===== src/rtl/serial_encoder_pkg.sv =====
// Shared definitions for the serial encoder: FSM state encoding and line levels.
package serial_encoder_pkg;

  // Frame sequencer states.
  typedef enum logic [2:0] {
    StIdle   = 3'd0,
    StStart  = 3'd1,
    StData   = 3'd2,
    StParity = 3'd3,
    StStop   = 3'd4
  } encStateT;

  // Line levels for the framing bits; the line rests low between frames.
  localparam logic LineIdle  = 1'b0;
  localparam logic LineStart = 1'b1;
  localparam logic LineStop  = 1'b0;

endpackage


===== src/rtl/serial_encoder_if.sv =====
// Load handshake and serial-side status signals of the serial encoder.
interface serial_encoder_if #(
  parameter int unsigned DATA_WIDTH = 8
);

  logic [DATA_WIDTH-1:0] parallelIn;
  logic                  loadValid;
  logic                  loadReady;
  logic                  serialOut;
  logic                  busy;
  logic                  done;

  // Word source side.
  modport master (
    output parallelIn,
    output loadValid,
    input  loadReady,
    input  serialOut,
    input  busy,
    input  done
  );

  // Encoder side.
  modport slave (
    input  parallelIn,
    input  loadValid,
    output loadReady,
    output serialOut,
    output busy,
    output done
  );

endinterface


===== src/rtl/encoder_bit_timer.sv =====
// Loadable down-counter with a zero flag; times how long each serial bit is held.
module encoder_bit_timer #(
  parameter int unsigned Width = 1
) (
  input  logic             clock,
  input  logic             resetN,
  input  logic             load,
  input  logic [Width-1:0] loadValue,
  output logic             zero
);

  logic [Width-1:0] countQ;

  // Load has priority; otherwise count down and rest at zero.
  always_ff @(posedge clock or negedge resetN) begin
    if (!resetN) begin
      countQ <= '0;
    end else if (load) begin
      countQ <= loadValue;
    end else if (countQ != '0) begin
      countQ <= countQ - 1'b1;
    end
  end

  assign zero = (countQ == '0);

endmodule


===== src/rtl/serial_encoder.sv =====
// Parallel-to-serial transmitter: start(1), data MSB-first, optional even parity, stop(0).
module serial_encoder
  import serial_encoder_pkg::*;
#(
  parameter int unsigned DATA_WIDTH = 8,
  parameter int unsigned BIT_CYCLES = 1,
  parameter int unsigned PARITY_EN  = 1
) (
  input  logic             clock,
  input  logic             resetN,
  serial_encoder_if.slave  enc
);

  localparam int unsigned CntW   = (DATA_WIDTH > 1) ? $clog2(DATA_WIDTH) : 1;
  localparam int unsigned TimerW = (BIT_CYCLES > 1) ? $clog2(BIT_CYCLES + 1) : 1;

  encStateT              stateQ;
  logic [DATA_WIDTH-1:0] shiftQ;
  logic [DATA_WIDTH-1:0] shiftNext;
  logic [CntW-1:0]       bitCountQ;
  logic                  parityQ;
  logic                  serialOutQ;

  logic timerZero;
  logic timerLoad;
  logic lastStopCycle;
  logic loadReady;
  logic accept;

  // Handshake and status decode from the current state and bit timer.
  always_comb begin
    lastStopCycle = (stateQ == StStop) && timerZero;
    loadReady     = (stateQ == StIdle) || lastStopCycle;
    accept        = enc.loadValid && loadReady;
    // Restart the bit timer on every accept and at each bit boundary.
    timerLoad     = accept || ((stateQ != StIdle) && timerZero);
    shiftNext     = shiftQ << 1;
  end

  encoder_bit_timer #(
    .Width (TimerW)
  ) u_bit_timer (
    .clock     (clock),
    .resetN    (resetN),
    .load      (timerLoad),
    .loadValue (TimerW'(BIT_CYCLES - 1)),
    .zero      (timerZero)
  );

  // Frame sequencer; serialOut is registered with the level of the state being entered.
  always_ff @(posedge clock or negedge resetN) begin
    if (!resetN) begin
      stateQ     <= StIdle;
      shiftQ     <= '0;
      bitCountQ  <= '0;
      parityQ    <= 1'b0;
      serialOutQ <= LineIdle;
    end else begin
      unique case (stateQ)
        StIdle: begin
          serialOutQ <= LineIdle;
          if (accept) begin
            stateQ     <= StStart;
            shiftQ     <= enc.parallelIn;
            parityQ    <= ^enc.parallelIn;
            serialOutQ <= LineStart;
          end
        end
        StStart: begin
          if (timerZero) begin
            stateQ     <= StData;
            bitCountQ  <= CntW'(DATA_WIDTH - 1);
            serialOutQ <= shiftQ[DATA_WIDTH-1];
          end
        end
        StData: begin
          if (timerZero) begin
            if (bitCountQ == '0) begin
              if (PARITY_EN != 0) begin
                stateQ     <= StParity;
                serialOutQ <= parityQ;
              end else begin
                stateQ     <= StStop;
                serialOutQ <= LineStop;
              end
            end else begin
              shiftQ     <= shiftNext;
              bitCountQ  <= bitCountQ - 1'b1;
              serialOutQ <= shiftNext[DATA_WIDTH-1];
            end
          end
        end
        StParity: begin
          if (timerZero) begin
            stateQ     <= StStop;
            serialOutQ <= LineStop;
          end
        end
        StStop: begin
          if (timerZero) begin
            // A word accepted in the last stop cycle starts immediately: no idle gap.
            if (accept) begin
              stateQ     <= StStart;
              shiftQ     <= enc.parallelIn;
              parityQ    <= ^enc.parallelIn;
              serialOutQ <= LineStart;
            end else begin
              stateQ     <= StIdle;
              serialOutQ <= LineIdle;
            end
          end
        end
        default: begin
          stateQ     <= StIdle;
          serialOutQ <= LineIdle;
        end
      endcase
    end
  end

  assign enc.loadReady = loadReady;
  assign enc.serialOut = serialOutQ;
  assign enc.busy      = (stateQ != StIdle);
  assign enc.done      = lastStopCycle;

endmodule


===== src/flat_wrapper.sv =====
// flat-port wrapper written by rule: the top's interface ports become plain ports
module serial_encoder_flat import serial_encoder_pkg::*;
#(
  parameter int unsigned DATA_WIDTH = 8,
  parameter int unsigned BIT_CYCLES = 1,
  parameter int unsigned PARITY_EN  = 1
)
  (clock, resetN, enc_parallelIn, enc_loadValid, enc_loadReady, enc_serialOut, enc_busy, enc_done);
  serial_encoder_if #(.DATA_WIDTH(DATA_WIDTH)) enc_i ();
  input  logic clock;
  input  logic resetN;
  input wire logic [$bits(enc_i.parallelIn)-1:0] enc_parallelIn;
  input wire logic [$bits(enc_i.loadValid)-1:0] enc_loadValid;
  output wire logic [$bits(enc_i.loadReady)-1:0] enc_loadReady;
  output wire logic [$bits(enc_i.serialOut)-1:0] enc_serialOut;
  output wire logic [$bits(enc_i.busy)-1:0] enc_busy;
  output wire logic [$bits(enc_i.done)-1:0] enc_done;
  assign enc_i.parallelIn = enc_parallelIn;
  assign enc_i.loadValid = enc_loadValid;
  assign enc_loadReady = enc_i.loadReady;
  assign enc_serialOut = enc_i.serialOut;
  assign enc_busy = enc_i.busy;
  assign enc_done = enc_i.done;
  serial_encoder #(.DATA_WIDTH(DATA_WIDTH), .BIT_CYCLES(BIT_CYCLES), .PARITY_EN(PARITY_EN)) u_core (.clock(clock), .resetN(resetN), .enc(enc_i));
endmodule

===== config.mk =====
export PLATFORM = sky130hd
export DESIGN_NAME = serial_encoder_flat
export DESIGN_NICKNAME = d
export VERILOG_FILES = /design/src/rtl/serial_encoder_pkg.sv /design/src/rtl/serial_encoder_if.sv /design/src/rtl/encoder_bit_timer.sv /design/src/rtl/serial_encoder.sv /design/src/flat_wrapper.sv
export SDC_FILE = /design/constraint.sdc
export NUM_CORES = 1
export LEC_CHECK = 0
export BUFFER_PORTS_ARGS = -buffer_cell sky130_fd_sc_hd__buf_2
export CORE_MARGIN = 2
export CORE_UTILIZATION = 45
export DETAILED_ROUTE_END_ITERATION = 7
export PLACE_DENSITY_LB_ADDON = 0.2
export RECOVER_POWER = 100
export SLEW_MARGIN = 20
export SYNTH_ARGS = -nofsm -noshare
export SYNTH_HDL_FRONTEND = slang
export SYNTH_SLANG_ARGS = --single-unit

===== constraint.sdc =====
create_clock -name clock -period 3.6 [get_ports clock]
set_clock_uncertainty 0.05 [all_clocks]
set_input_delay 0 -clock clock [delete_from_list [all_inputs] [get_ports clock]]
set_output_delay 0 -clock clock [all_outputs]
set_load 0.1 [all_outputs]

**Word level (Yosys, flattened, before mapping)**

Cells that the tools add are included.

- Add/sub/neg operators: 2
- Equality and inequality tests: 11
- Muxes and demuxes: 29
- Bitwise logic cells: 1
- Reductions and logical operators: 17

Operators with widths:

| kind | count |
|---|---|
| $mux W8 | 4 |
| $mux W3 | 9 |
| $pmux W8 S3 | 1 |
| $pmux W3 S5 | 1 |
| $reduce_and A4 Y1 | 3 |
| $mux W1 | 11 |
| $ne A2 B2 Y1 const B | 5 |
| $reduce_xor A8 Y1 | 1 |
| $eq A3 B2 Y1 const B | 2 |
| $logic_not A3 Y1 | 2 |
| $pmux W3 S2 | 1 |
| $reduce_and A6 Y1 | 1 |
| $reduce_bool A3 Y1 | 2 |
| $pmux W1 S5 | 1 |
| $ne A2 B1 Y1 const B | 2 |
| $reduce_bool A2 Y1 | 2 |
| $eq A3 B1 Y1 const B | 1 |
| $eq A3 B3 Y1 const B | 1 |
| $logic_and A1 B1 Y1 | 3 |
| $sub A3 B1 Y3 const B | 1 |
| $logic_or A1 B1 Y1 | 2 |
| $pmux W1 S2 | 1 |
| $reduce_and A2 Y1 | 1 |
| $not A1 Y1 | 1 |
| $sub A1 B1 Y1 const B | 1 |

- Bits in registers: 17
- Bits of input ports: 11
- Output and inout port bits: 4
- Logic and storage cells: 66

**Depth between registers and ports, before layout**

Gate-level depths: netlist of the first run.

- Depth in word-level cells: 7
- Depth in mapped cells: 7
- Depth with buffers taken out: 6

**Modules after synthesis**

A second synthesis of the first run with hierarchy kept.

- Cells, all modules: 104
- Area total of the unflattened synthesis: 1102.3 µm²

Modules (own cells, without submodules):

| module | times used | cells an instance | area an instance (µm²) | seq. area each (µm²) |
|---|---|---|---|---|
| serial_encoder | 1 | 101 | 1067.3 | 400.4 |
| encoder_bit_timer | 1 | 3 | 35.0 | 25.0 |

**Least setup slack after synthesis of the first run**

No wires, ideal clock.

- Path type: register to output
- From: register u_core.stateQ[0]
- To: output port enc_done
- Arrival: 2.921 ns
- Required time: 3.550 ns
- Path slack: 0.629 ns
- Cell stages (with the launch flop): 4
- Buffers on the path: 1
- Cell sequence: dfrtp_1 buf_2 nor2_1 and2_1

- Word-level cells in the longest chain between the ends: 2

Ends and longest elaborated chain:

| item | line | source |
|---|---|---|
| start: declaration | serial_encoder.sv:17 | `encStateT stateQ;` |
| start signal: assignment | serial_encoder.sv:53 | `stateQ <= StIdle;` |
| start signal: assignment | serial_encoder.sv:63 | `stateQ <= StStart;` |
| start signal: assignment | serial_encoder.sv:71 | `stateQ <= StData;` |
| $eq A3 B3 Y1 | serial_encoder.sv:32 | `lastStopCycle = (stateQ == StStop) && timerZero;` |
| $logic_and A1 B1 Y1 | serial_encoder.sv:32 |  |
| end: declaration | flat_wrapper.sv:17 | `output wire logic [$bits(enc_i.done)-1:0] enc_done;` |

No other way between the ends.

**Worst setup path in the final report of the first run**

Same ends and word-level chain as after synthesis.

==> impl_table.tex, run 1 <==
\begin{tabular}{lr}
\hline
Metric & Value \\
\hline
\multicolumn{2}{l}{\textbf{Floorplanning}} \\
Die Y & 50.4 um \\
Number of rows created at floorplan & 16 \\
Overall die area & 2540 sq um \\
Effective utilization at floorplan & 0.484 \\
Die Width & 50.4 um \\
Core region area & 2000 sq um \\
Ports & 15 \\
\multicolumn{2}{l}{\textbf{STA}} \\
Max Transition Viols Final & 0 \\
Least-Margin Pin Slew & 1.19 ns \\
RSZ-0062 raised after global routing & false \\
Count of final hold-check violations & 0 \\
Final setup margin & 1.30 ns \\
Worst hold-check slack & 0.0563 ns \\
Final setup violation count & 0 \\
Max Clk Rate & 435 MHz \\
Summed negative setup slack over all endpoints & 0 ns \\
Slew margin rel. & 0.210 \\
Final critical-path share of the clock period & 0.639 \\
Post-layout minimum cycle time & 2.30 ns \\
\multicolumn{2}{l}{\textbf{Logic synthesis}} \\
Flip-flop and latch count after synthesis & 16 \\
Yosys warning total & 0 \\
Cells after Synth & 82 \\
Top-area cell type share of the netlist area & 0.413 \\
Leading cell types by total area after synthesis & sky130\_fd\_sc\_hd\_\_dfrtp\_1 41\%, sky130\_fd\_sc\_hd\_\_mux2\_4 11\%, sky130\_fd\_sc\_hd\_\_mux2\_2 8.1\% \\
Net count of the mapped netlist & 95 \\
Post-synthesis sequential area ratio & 0.413 \\
Number of distinct library cells after synthesis & 29 \\
Syn Std Cell Area & 968 sq um \\
Biggest area consumer among synthesized cells & sky130\_fd\_sc\_hd\_\_dfrtp\_1 \\
Synthesized area per cell & 11.8 sq um \\
\multicolumn{2}{l}{\textbf{Placement}} \\
Worst slack at placement & 1.76 ns \\
Half-perimeter wire length after detailed placement & 1240 um \\
\# placed instances & 120 \\
Routability Congestion & 0.696 \\
Count of input and output buffers & 14 \\
\multicolumn{2}{l}{\textbf{Pwr}} \\
Worst vdd rail ir drop & 0.409 mV \\
Power per Cell Area & 942 nW/um\^{}2 \\
Reported leakage power & 0.458 nW \\
\multicolumn{2}{l}{\textbf{Critical path}} \\
Worst r2r path cells & 6 \\
Largest stage delay on the critical path & 0.87 ns \\
Capturing element of the worst setup path & enc\_done \\
Kind of launch point of the worst setup path & flip-flop \\
Destination of the worst register-to-register timing path & u\_core.shiftQ[1]\$\_DFFE\_PN0P\_ \\
Cell type group with the largest total delay on the critical path & buffers and inverters \\
Number of stages on the worst setup path & 3 \\
Worst Setup SP & u\_core.stateQ[0]\$\_DFFE\_PN0P\_ \\
Buffering stage count on the worst path with inverters included & 1 \\
Cells along the critical path & nor2\_1, and2\_1, clkbuf\_1 \\
Setup slack on the worst flop-to-flop path & 1.38 ns \\
Reg-to-Reg Start & u\_core.bitCountQ[0]\$\_DFFE\_PN0P\_ \\
Critical path's slowest cell & sky130\_fd\_sc\_hd\_\_clkbuf\_1 \\
Critical Path RT & 3.55 ns \\
Kind of capture point of the worst setup path & output port \\
Critical path type & flip-flop to output port \\
WP data arrival & 2.25 ns \\
Maximum fanout count along the critical path & 14 \\
\multicolumn{2}{l}{\textbf{Layout}} \\
Non-filler cells in the finished layout & 128 \\
Diodes inserted & 0 \\
Synthesis-to-finish area growth & 11.5\% \\
Number of nets in the final layout & 115 \\
Filler Cell Count & 200 \\
Ratio of cells with drive above 1 in the final layout & 0.297 \\
\multicolumn{2}{l}{\textbf{Clock tree}} \\
Largest buffer count on any clock path & 2 \\
Worst-path clk slew & 0.09 ns \\
Root cell of the clock tree & sky130\_fd\_sc\_hd\_\_clkbuf\_4 \\
Number of H-tree branching levels & 1 \\
CTS buffer count & 3 \\
Number of clock sinks & 16 \\
Skew-Pair Late Insertion Delay & 0.28 ns \\
CTS tree & yes \\
Number of gates given a new drive strength after cts & 0 \\
\multicolumn{2}{l}{\textbf{Route}} \\
Via-to-Cell Ratio & 5.07 \\
Detailed Route Iter0 Violations & 2 \\
WL/cell & 13.4 um \\
Sum of routed wire length over all layers & 1710 um \\
Number of vias in the routed layout & 649 \\
Antenna violation net count after detailed routing & 0 \\
Total iterations of the first detailed-routing run & 4 \\
Post-route DRC violation count & 0 \\
\multicolumn{2}{l}{\textbf{Global routing}} \\
Total congestion overflow & 0 \\
Number of antenna violations at the first check in global routing & 0 \\
Wire length of the first global-routing pass & 3010 um \\
Number of global-route vias before repair & 671 \\
Overall fraction of global-route tracks in use & 0.158 \\
Maximum number of pins on one net before global-route repair & 17 \\
\multicolumn{2}{l}{\textbf{Worst hold path}} \\
Min-delay src & enc\_parallelIn[7] \\
Path class of the lowest-slack min-delay path & primary input to flip-flop \\
\multicolumn{2}{l}{\textbf{Outcome}} \\
Result of the run & completed \\
\multicolumn{2}{l}{\textbf{Run}} \\
Number of max-cap violations & 0 \\
\hline
\end{tabular}
## timing repair
item / 4_1_cts / 5_1_grt
hold buffers: 4 / 0
setup buffers: 0 / 0
endpoints found under the hold margin: 19 / 0
## Yosys cell counts
| master | instances |
|---|---|
| sky130_fd_sc_hd__inv_1 | 3 |
| sky130_fd_sc_hd__buf_6 | 2 |
| sky130_fd_sc_hd__and2b_1 | 1 |
| sky130_fd_sc_hd__mux2_4 | 7 |
| sky130_fd_sc_hd__dfrtp_1 | 16 |
| sky130_fd_sc_hd__nor3_1 | 1 |
| sky130_fd_sc_hd__nand2_1 | 1 |
| sky130_fd_sc_hd__a21oi_1 | 4 |
| sky130_fd_sc_hd__buf_2 | 1 |
| sky130_fd_sc_hd__and2_1 | 2 |
| sky130_fd_sc_hd__and2b_2 | 1 |
| sky130_fd_sc_hd__o22a_1 | 2 |
| sky130_fd_sc_hd__o32ai_1 | 1 |
| sky130_fd_sc_hd__nor2b_4 | 1 |
| sky130_fd_sc_hd__nor2_1 | 6 |
| sky130_fd_sc_hd__nand2b_4 | 2 |
| sky130_fd_sc_hd__nor2b_1 | 1 |
| sky130_fd_sc_hd__o21a_1 | 1 |
| sky130_fd_sc_hd__o21ai_0 | 3 |
| sky130_fd_sc_hd__a31oi_1 | 1 |
| sky130_fd_sc_hd__ha_1 | 2 |
| sky130_fd_sc_hd__o21ai_2 | 1 |
| sky130_fd_sc_hd__mux2i_1 | 3 |
| sky130_fd_sc_hd__mux2_2 | 7 |
| sky130_fd_sc_hd__xnor2_1 | 8 |
| sky130_fd_sc_hd__nand3_1 | 1 |
| sky130_fd_sc_hd__nand2b_1 | 1 |
| sky130_fd_sc_hd__or3_1 | 1 |
| sky130_fd_sc_hd__nor2_4 | 1 |
## logic make-up after synthesis
family,after synthesis,synth area share
DFF,16,0.413
xor gates and xnor gates,8,0.0724
AOI/OAI and AO/OA,13,0.0866
buffers and inverters,6,0.0400
muxes,17,0.221
adders and majority gates,2,0.0258
and+or+nand+nor,20,0.141
## cells in the final DEF, fill, tap and decap left out, drive strengths merged
cell type	count
dfrtp	16
mux2	14
buf	9
clkbuf	9
xnor2	8
nor2	7
o21ai	4
a21oi	4
dlygate4sd3	4
inv	3
mux2i	3
nand2b	3
and2b	2
nor2b	2
o22a	2
ha	2
and2	2
or3	1
o32ai	1
nand3	1
a31oi	1
o21a	1
nor3	1
nand2	1
## area by class of cell
cell class	instances	area [sq um]	share of cell area
timing repair buffer	18	104	0.0962
multi-input combinational	60	494	0.458
clock buffer	4	36.3	0.0336
tap	27	33.8	0.0313
sequential	16	400	0.371
inverter	3	11.3	0.0104
## registers in the layout (all words and copies together), names as in the netlist
signal / count
u_core.enc.serialOut: 1
u_core.parityQ: 1
u_core.shiftQ: 8
u_core.stateQ: 3
u_core.bitCountQ: 3
## tightest hold or removal path, cell delays in order
cell and delay, ns:
sky130_fd_sc_hd__buf_2 0.09, sky130_fd_sc_hd__mux2_2 0.13, sky130_fd_sc_hd__mux2_2 0.13
## metal layers
metal	track usage	up-vias	wire (um)
met5	0	-	0
met4	0.0541	0	14
met3	0.0268	2	44
li1	-	322	-
met1	0.222	317	843
met2	0.246	8	810
## stage by stage
step / utilization / total power [mW] / area [sq um]
4_1_cts: 0.560 / 1.09 / 1120
6_report: 0.539 / 1.02 / 1080
3_3_place_gp: 0.522 / 0.957 / 1040
2_1_floorplan: - / 0.894 / 968
3_5_place_dp: 0.522 / 0.965 / 1040
5_1_grt: 0.539 / 1.10 / 1080
## where the power goes
part | total (mW) | leakage (nW) | internal, mW | switching, mW
Sequential | 0.351 | 0.188 | 0.265 | 0.0861
Clock | 0.115 | 0.0210 | 0.0615 | 0.0537
Combinational | 0.551 | 0.248 | 0.229 | 0.321
Total | 1.02 | 0.458 | 0.556 | 0.461
## worst min-delay path by stage
stage,end,cells past startpoint
finish,u_core.shiftQ[7]$_DFFE_PN0P_,3
global route,u_core.shiftQ[3]$_DFFE_PN0P_,3
CTS,u_core.shiftQ[4]$_DFFE_PN0P_,3
detailed placement,u_core.stateQ[1]$_DFFE_PN0P_,1
global placement,u_core.parityQ$_DFFE_PN0P_,1
floorplan,u_core.bitCountQ[0]$_DFFE_PN0P_,0
No activity file was read; power rests on OpenSTA's default activity.
==> inputs of run 2 (changes only) <==
==> constraint.sdc (replaced) <==
create_clock -name clock -period 2.1 [get_ports clock]
set_clock_uncertainty 0.05 [all_clocks]
set_input_delay 0 -clock clock [delete_from_list [all_inputs] [get_ports clock]]
set_output_delay 0 -clock clock [all_outputs]
set_load 0.1 [all_outputs]
==> impl_table.tex, run 2 (synthesis results as in run 1) <==
\begin{tabular}{lr}
\hline
Metric & Value \\
\hline
\multicolumn{2}{l}{\textbf{Outcome}} \\
Result of the run & completed \\
\multicolumn{2}{l}{\textbf{Pwr}} \\
Switching share of total power & 0.446 (-0.00806) \\
Worst vdd rail ir drop & 1.02 mV (+150\%) \\
Share of power burned in registers & 0.304 (-0.041) \\
Power per Cell Area & 1660 nW/um\^{}2 (+76\%) \\
Clock network fraction of design power & 0.111 (-0.002) \\
Internal power & 1.03 mW (+85\%) \\
Switching power total & 825 uW (+79\%) \\
Share of power burned in combinational logic & 0.585 (+0.044) \\
Reported leakage power & 0.496 nW (+8.3\%) \\
\multicolumn{2}{l}{\textbf{Layout}} \\
Biggest register & u\_core.shiftQ \\
Synthesis-to-finish area growth & 15.1\% \\
Ratio of cells with drive above 1 in the final layout & 0.333 (+0.0363) \\
Filler Cell Count & 182 (-9.0\%) \\
Most used cells in the layout excluding fill and tap cells & 16 x sky130\_fd\_sc\_hd\_\_dfrtp\_1, 11 x sky130\_fd\_sc\_hd\_\_buf\_2, 8 x sky130\_fd\_sc\_hd\_\_xnor2\_1 \\
Largest regs & u\_core.shiftQ (8), u\_core.bitCountQ (3), u\_core.stateQ (3) \\
Max FFs per register & 8 (unchanged) \\
Number of nets in the final layout & 116 (+0.87\%) \\
Diodes inserted & 0 (unchanged) \\
Commonest non-fill, non-tap cell in the layout & sky130\_fd\_sc\_hd\_\_dfrtp\_1 \\
\multicolumn{2}{l}{\textbf{Clock tree}} \\
Largest buffer count on any clock path & 2 (unchanged) \\
Number of clock sinks & 16 (unchanged) \\
Number of H-tree branching levels & 1 (unchanged) \\
Skew-Pair Late Insertion Delay & 0.29 ns (about the same) \\
Post-CTS setup-driven buffer insertion count & 0 (unchanged) \\
Root cell of the clock tree & sky130\_fd\_sc\_hd\_\_clkbuf\_4 \\
Worst-path clk slew & 0.10 ns (about the same) \\
CTS buffer count & 3 (unchanged) \\
CTS tree & yes \\
\multicolumn{2}{l}{\textbf{Placement}} \\
Count of input and output buffers & 14 (unchanged) \\
Routability Congestion & 0.730 (+4.9\%) \\
Half-perimeter wire length after detailed placement & 1210 um (-2.0\%) \\
Worst slack at placement & 0.268 ns (-1.49 ns) \\
\multicolumn{2}{l}{\textbf{Critical path}} \\
Number of stages on the worst setup path & 6 (+3) \\
Critical path's slowest cell & sky130\_fd\_sc\_hd\_\_dfrtp\_1 \\
Buffering stage count on the worst path with inverters included & 1 (unchanged) \\
Cells along the critical path & inv\_1, ha\_1, and2b\_1, o21ai\_0, nor2b\_4, mux2\_1 \\
Maximum fanout count along the critical path & 8 (-6) \\
Critical Path RT & 2.23 ns (-1.32 ns) \\
WP data arrival & 2.05 ns (-0.20 ns) \\
Critical path type & flip-flop to flip-flop \\
Cell type group with the largest total delay on the critical path & simple AND/OR/NAND/NOR gates \\
Kind of launch point of the worst setup path & flip-flop \\
Largest stage delay on the critical path & 0.39 ns (-0.48 ns) \\
Worst r2r path cells & 6 (unchanged) \\
Kind of capture point of the worst setup path & flip-flop \\
\multicolumn{2}{l}{\textbf{STA}} \\
Slew margin rel. & 0.233 (+0.0222) \\
Post-layout minimum cycle time & 1.92 ns \\
Summed negative setup slack over all endpoints & 0 ns (unchanged) \\
Worst hold-check slack & 0.0333 ns (-0.0230 ns) \\
Max Transition Viols Final & 0 (unchanged) \\
Final critical-path share of the clock period & 0.912 \\
Count of final hold-check violations & 0 (unchanged) \\
Least-Margin Pin Slew & 1.16 ns (-0.0335 ns) \\
Final setup margin & 0.185 ns (-1.12 ns) \\
Max Clk Rate & 522 MHz \\
Final setup violation count & 0 (unchanged) \\
RSZ-0062 raised after global routing & false \\
\multicolumn{2}{l}{\textbf{Worst hold path}} \\
Path class of the lowest-slack min-delay path & primary input to flip-flop \\
Instance count along the most critical hold path & 3 (unchanged) \\
\multicolumn{2}{l}{\textbf{Global routing}} \\
Total congestion overflow & 0 (unchanged) \\
Maximum number of pins on one net before global-route repair & 17 (unchanged) \\
Number of antenna violations at the first check in global routing & 0 (unchanged) \\
Overall fraction of global-route tracks in use & 0.156 (-0.00219) \\
Number of global-route vias before repair & 646 (-3.7\%) \\
Wire length of the first global-routing pass & 2880 um (-4.1\%) \\
\multicolumn{2}{l}{\textbf{Route}} \\
Detailed Route Iter0 Violations & 8 (+6) \\
Sum of routed wire length over all layers & 1690 um (-1.3\%) \\
Antenna violation net count after detailed routing & 0 (unchanged) \\
Via-to-Cell Ratio & 4.88 (-3.8\%) \\
Number of vias in the routed layout & 629 (-3.1\%) \\
Post-route DRC violation count & 0 (unchanged) \\
WL/cell & 13.1 um (-2.1\%) \\
Total iterations of the first detailed-routing run & 4 (unchanged) \\
\multicolumn{2}{l}{\textbf{Floorplanning}} \\
Die Y & 50.4 um (unchanged) \\
Number of rows created at floorplan & 16 (unchanged) \\
Overall die area & 2540 sq um (unchanged) \\
Ports & 15 (unchanged) \\
Core region area & 2000 sq um (unchanged) \\
Effective utilization at floorplan & 0.484 (unchanged) \\
Die Width & 50.4 um (unchanged) \\
\multicolumn{2}{l}{\textbf{Run}} \\
Number of max-cap violations & 0 (unchanged) \\
\hline
\end{tabular}
[run 2: changes by cell type in the layout (fill, tap and decap cells not counted), sizes merged]
cell	before	now
dlygate4sd3	4	3
buf	9	11
[run 2: tightest hold or removal path, cell delays in order]
cell                     delay [ns]
sky130_fd_sc_hd__buf_2         0.09
sky130_fd_sc_hd__mux2_2        0.14
sky130_fd_sc_hd__mux2_1        0.11
[run 2: repair_timing]
item                                   4_1_cts  5_1_grt
hold buffers                                 3        0
gates resized for setup                      0        0
endpoints found under the hold margin       19        0
setup endpoints to repair                    0        0
[run 2: power groups by stage]
stage / logic (mW) / clock network [mW] / registers (mW)
after floorplan: 0.940 / 0 / 0.608
after global placement: 1.11 / 0 / 0.566
after detailed placement: 1.12 / 0 / 0.568
after CTS: 1.13 / 0.214 / 0.562
after global routing: 1.16 / 0.227 / 0.582
final: 1.08 / 0.206 / 0.562
[run 2: final cells by class]
cell class              count  area (sq um)  share of cell area
multi-input cells          60           528               0.474
flip-flops and latches     16           400               0.359
inverters                   3          11.3              0.0101
repair buffers             19           105              0.0943
well taps                  27          33.8              0.0303
clock buffers               4          36.3              0.0325
[run 2: path summary, 6_finish.rpt]
kind	startpoint	to	slack [ns]
worst max-delay path	u_core.bitCountQ[0]$_DFFE_PN0P_	u_core.shiftQ[2]$_DFFE_PN0P_	0.18
worst min-delay path	enc_parallelIn[2]	u_core.shiftQ[2]$_DFFE_PN0P_	0.03
worst max register to register	u_core.bitCountQ[0]$_DFFE_PN0P_	u_core.shiftQ[2]$_DFFE_PN0P_	0.18
worst min register to register	u_core.shiftQ[2]$_DFFE_PN0P_	u_core.shiftQ[2]$_DFFE_PN0P_	0.46
max in group asynchronous	resetN	u_core.shiftQ[5]$_DFFE_PN0P_	1.19
min in group asynchronous	resetN	u_core.parityQ$_DFFE_PN0P_	0.28
[run 2: stage by stage]
stage                     power, mW  instances   util  cell area [sq um]
after floorplan                1.55         82      -                976
after CTS                      1.91        129  0.566               1130
after detailed placement       1.69        122  0.533               1070
after global routing           1.97        129  0.557               1110
after global placement         1.68        122  0.533               1070
final                          1.85        129  0.557               1110
[run 2: per-layer routing]
metal / GRT usage / share of wire / routed length, um
met1: 0.202 / 0.49 / 827
met2: 0.241 / 0.45 / 763
met3: 0.0625 / 0.049 / 82
met4: 0.0405 / 0.0089 / 15
met5: 0 / 0 / 0
==> inputs of run 3 (changes only) <==
==> constraint.sdc (replaced) <==
create_clock -name clock -period 2.2 [get_ports clock]
set_clock_uncertainty 0.05 [all_clocks]
set_input_delay 0 -clock clock [delete_from_list [all_inputs] [get_ports clock]]
set_output_delay 0 -clock clock [all_outputs]
set_load 0.1 [all_outputs]
==> impl_table.tex, run 3 (synthesis results as in run 1) <==
\begin{tabular}{lr}
\hline
Metric & Value \\
\hline
\multicolumn{2}{l}{\textbf{Floorplanning}} \\
Ports & 15 (unchanged) \\
Die Width & 50.4 um (unchanged) \\
Effective utilization at floorplan & 0.484 (unchanged) \\
Number of rows created at floorplan & 16 (unchanged) \\
Die Y & 50.4 um (unchanged) \\
Overall die area & 2540 sq um (unchanged) \\
Core region area & 2000 sq um (unchanged) \\
\multicolumn{2}{l}{\textbf{Critical path}} \\
Buffering stage count on the worst path with inverters included & 2 (+1) \\
Kind of capture point of the worst setup path & output port \\
Worst r2r path cells & 6 (unchanged) \\
Largest stage delay on the critical path & 0.48 ns (+0.09 ns) \\
Critical path type & flip-flop to output port \\
Critical Path RT & 2.15 ns (-0.08 ns) \\
Cells along the critical path & clkbuf\_1, nor2\_1, and2\_1, buf\_2 \\
WP data arrival & 1.90 ns (-0.15 ns) \\
Number of stages on the worst setup path & 4 (-2) \\
Maximum fanout count along the critical path & 6 (-2) \\
Kind of launch point of the worst setup path & flip-flop \\
Cell type group with the largest total delay on the critical path & buffers and inverters \\
Critical path's slowest cell & sky130\_fd\_sc\_hd\_\_dfrtp\_1 \\
\multicolumn{2}{l}{\textbf{Global routing}} \\
Number of antenna violations at the first check in global routing & 0 (unchanged) \\
Overall fraction of global-route tracks in use & 0.156 (unchanged) \\
Maximum number of pins on one net before global-route repair & 17 (unchanged) \\
Number of global-route vias before repair & 646 (unchanged) \\
Wire length of the first global-routing pass & 2880 um (unchanged) \\
Total congestion overflow & 0 (unchanged) \\
\multicolumn{2}{l}{\textbf{Outcome}} \\
Result of the run & completed \\
\multicolumn{2}{l}{\textbf{STA}} \\
Max Transition Viols Final & 0 (unchanged) \\
Count of final hold-check violations & 0 (unchanged) \\
Max Clk Rate & 513 MHz \\
Post-layout minimum cycle time & 1.95 ns \\
RSZ-0062 raised after global routing & false \\
Slew margin rel. & 0.233 (about the same) \\
Final critical-path share of the clock period & 0.887 \\
Summed negative setup slack over all endpoints & 0 ns (unchanged) \\
Final setup violation count & 0 (unchanged) \\
Least-Margin Pin Slew & 1.16 ns (-0.000000328 ns) \\
\multicolumn{2}{l}{\textbf{Clock tree}} \\
CTS buffer count & 3 (unchanged) \\
Root cell of the clock tree & sky130\_fd\_sc\_hd\_\_clkbuf\_4 \\
CTS tree & yes \\
Largest buffer count on any clock path & 2 (unchanged) \\
Number of clock sinks & 16 (unchanged) \\
Worst-path clk slew & 0.10 ns (about the same) \\
Skew-Pair Late Insertion Delay & 0.29 ns (about the same) \\
Number of H-tree branching levels & 1 (unchanged) \\
\multicolumn{2}{l}{\textbf{Route}} \\
WL/cell & 13.1 um (+0.36\%) \\
Detailed Route Iter0 Violations & 7 (-1) \\
Number of vias in the routed layout & 644 (+2.4\%) \\
Antenna violation net count after detailed routing & 0 (unchanged) \\
Sum of routed wire length over all layers & 1700 um (+0.36\%) \\
Total iterations of the first detailed-routing run & 4 (unchanged) \\
Via-to-Cell Ratio & 4.99 (+2.4\%) \\
Post-route DRC violation count & 0 (unchanged) \\
\multicolumn{2}{l}{\textbf{Placement}} \\
Count of input and output buffers & 14 (unchanged) \\
Half-perimeter wire length after detailed placement & 1210 um (unchanged) \\
\# placed instances & 122 (unchanged) \\
Routability Congestion & 0.730 (unchanged) \\
\multicolumn{2}{l}{\textbf{Pwr}} \\
Worst vdd rail ir drop & 0.909 mV (-11\%) \\
Reported leakage power & 0.479 nW (-3.3\%) \\
Power per Cell Area & 1540 nW/um\^{}2 (-7.2\%) \\
Overall Power & 1.68 mW (-9.1\%) \\
\multicolumn{2}{l}{\textbf{Layout}} \\
Ratio of cells with drive above 1 in the final layout & 0.284 (-0.0490) \\
Number of nets in the final layout & 116 (unchanged) \\
Biggest register & u\_core.shiftQ \\
Largest regs & u\_core.shiftQ (8), u\_core.bitCountQ (3), u\_core.stateQ (3) \\
Max FFs per register & 8 (unchanged) \\
Non-filler cells in the finished layout & 129 (unchanged) \\
Most used cells in the layout excluding fill and tap cells & 16 x sky130\_fd\_sc\_hd\_\_dfrtp\_1, 10 x sky130\_fd\_sc\_hd\_\_buf\_2, 8 x sky130\_fd\_sc\_hd\_\_xnor2\_1 \\
Commonest non-fill, non-tap cell in the layout & sky130\_fd\_sc\_hd\_\_dfrtp\_1 \\
Diodes inserted & 0 (unchanged) \\
Synthesis-to-finish area growth & 12.8\% \\
\multicolumn{2}{l}{\textbf{Run}} \\
Number of max-cap violations & 0 (unchanged) \\
\multicolumn{2}{l}{\textbf{Worst hold path}} \\
Instance count along the most critical hold path & 3 (unchanged) \\
Path class of the lowest-slack min-delay path & primary input to flip-flop \\
\hline
\end{tabular}
## run 3: final cells by class
| class | count | area (sq um) |
|---|---|---|
| fillers | 185 | 910 |
| inverters | 3 | 11.3 |
| repair buffers | 19 | 109 |
| flip-flops and latches | 16 | 400 |
| clock buffers | 4 | 36.3 |
| multi-input cells | 60 | 502 |
| well taps | 27 | 33.8 |
## run 3: tightest hold or removal path, delay by kind of cell
family | cells | cell delay [ns]
mux | 2 | 0.25
buf+inv | 1 | 0.09
## run 3: metrics by stage
stage	setup WS [ns]	instance area, sq um	hold WS, ns	utilization
6_report	0.249	1090	0.0267	0.546
5_1_grt	0.151	1090	0.0279	0.546
4_1_cts	0.349	1130	0.0425	0.566
3_5_place_dp	0.368	1070	-0.112	0.533
3_3_place_gp	0.410	1070	-0.111	0.533
2_1_floorplan	0.135	976	-0.346	-
## run 3: final timing paths
check / to / from / slack (ns)
max: enc_done / u_core.stateQ[1]$_DFFE_PN0P_ / 0.25
min: u_core.shiftQ[2]$_DFFE_PN0P_ / enc_parallelIn[2] / 0.03
max reg2reg: u_core.shiftQ[5]$_DFFE_PN0P_ / u_core.bitCountQ[0]$_DFFE_PN0P_ / 0.31
min reg2reg: u_core.shiftQ[3]$_DFFE_PN0P_ / u_core.shiftQ[3]$_DFFE_PN0P_ / 0.44
max in group asynchronous: u_core.shiftQ[5]$_DFFE_PN0P_ / resetN / 1.28
min in group asynchronous: u_core.parityQ$_DFFE_PN0P_ / resetN / 0.28
## run 3: repair_timing
action,CTS,global route
setup buffers,0,0
hold buffers,3,0
resized for setup,0,0
hold endpoints to repair,19,0
## run 3: report_power, final
group / internal (mW) / leakage (nW) / switching, mW / total [mW]
sequential: 0.434 / 0.188 / 0.102 / 0.536
combinational: 0.378 / 0.270 / 0.570 / 0.948
clock: 0.101 / 0.0210 / 0.0994 / 0.200
total: 0.913 / 0.479 / 0.772 / 1.68
## run 3: metal layers
| metal | GRT usage | vias to the layer above | wire, um |
|---|---|---|---|
| met1 | 0.202 | 304 | 830 |
| met2 | 0.241 | 13 | 769 |
| met4 | 0.0405 | 0 | 15 |
| met3 | 0.0625 | 2 | 80 |
| li1 | - | 325 | - |
| met5 | 0 | - | 0 |
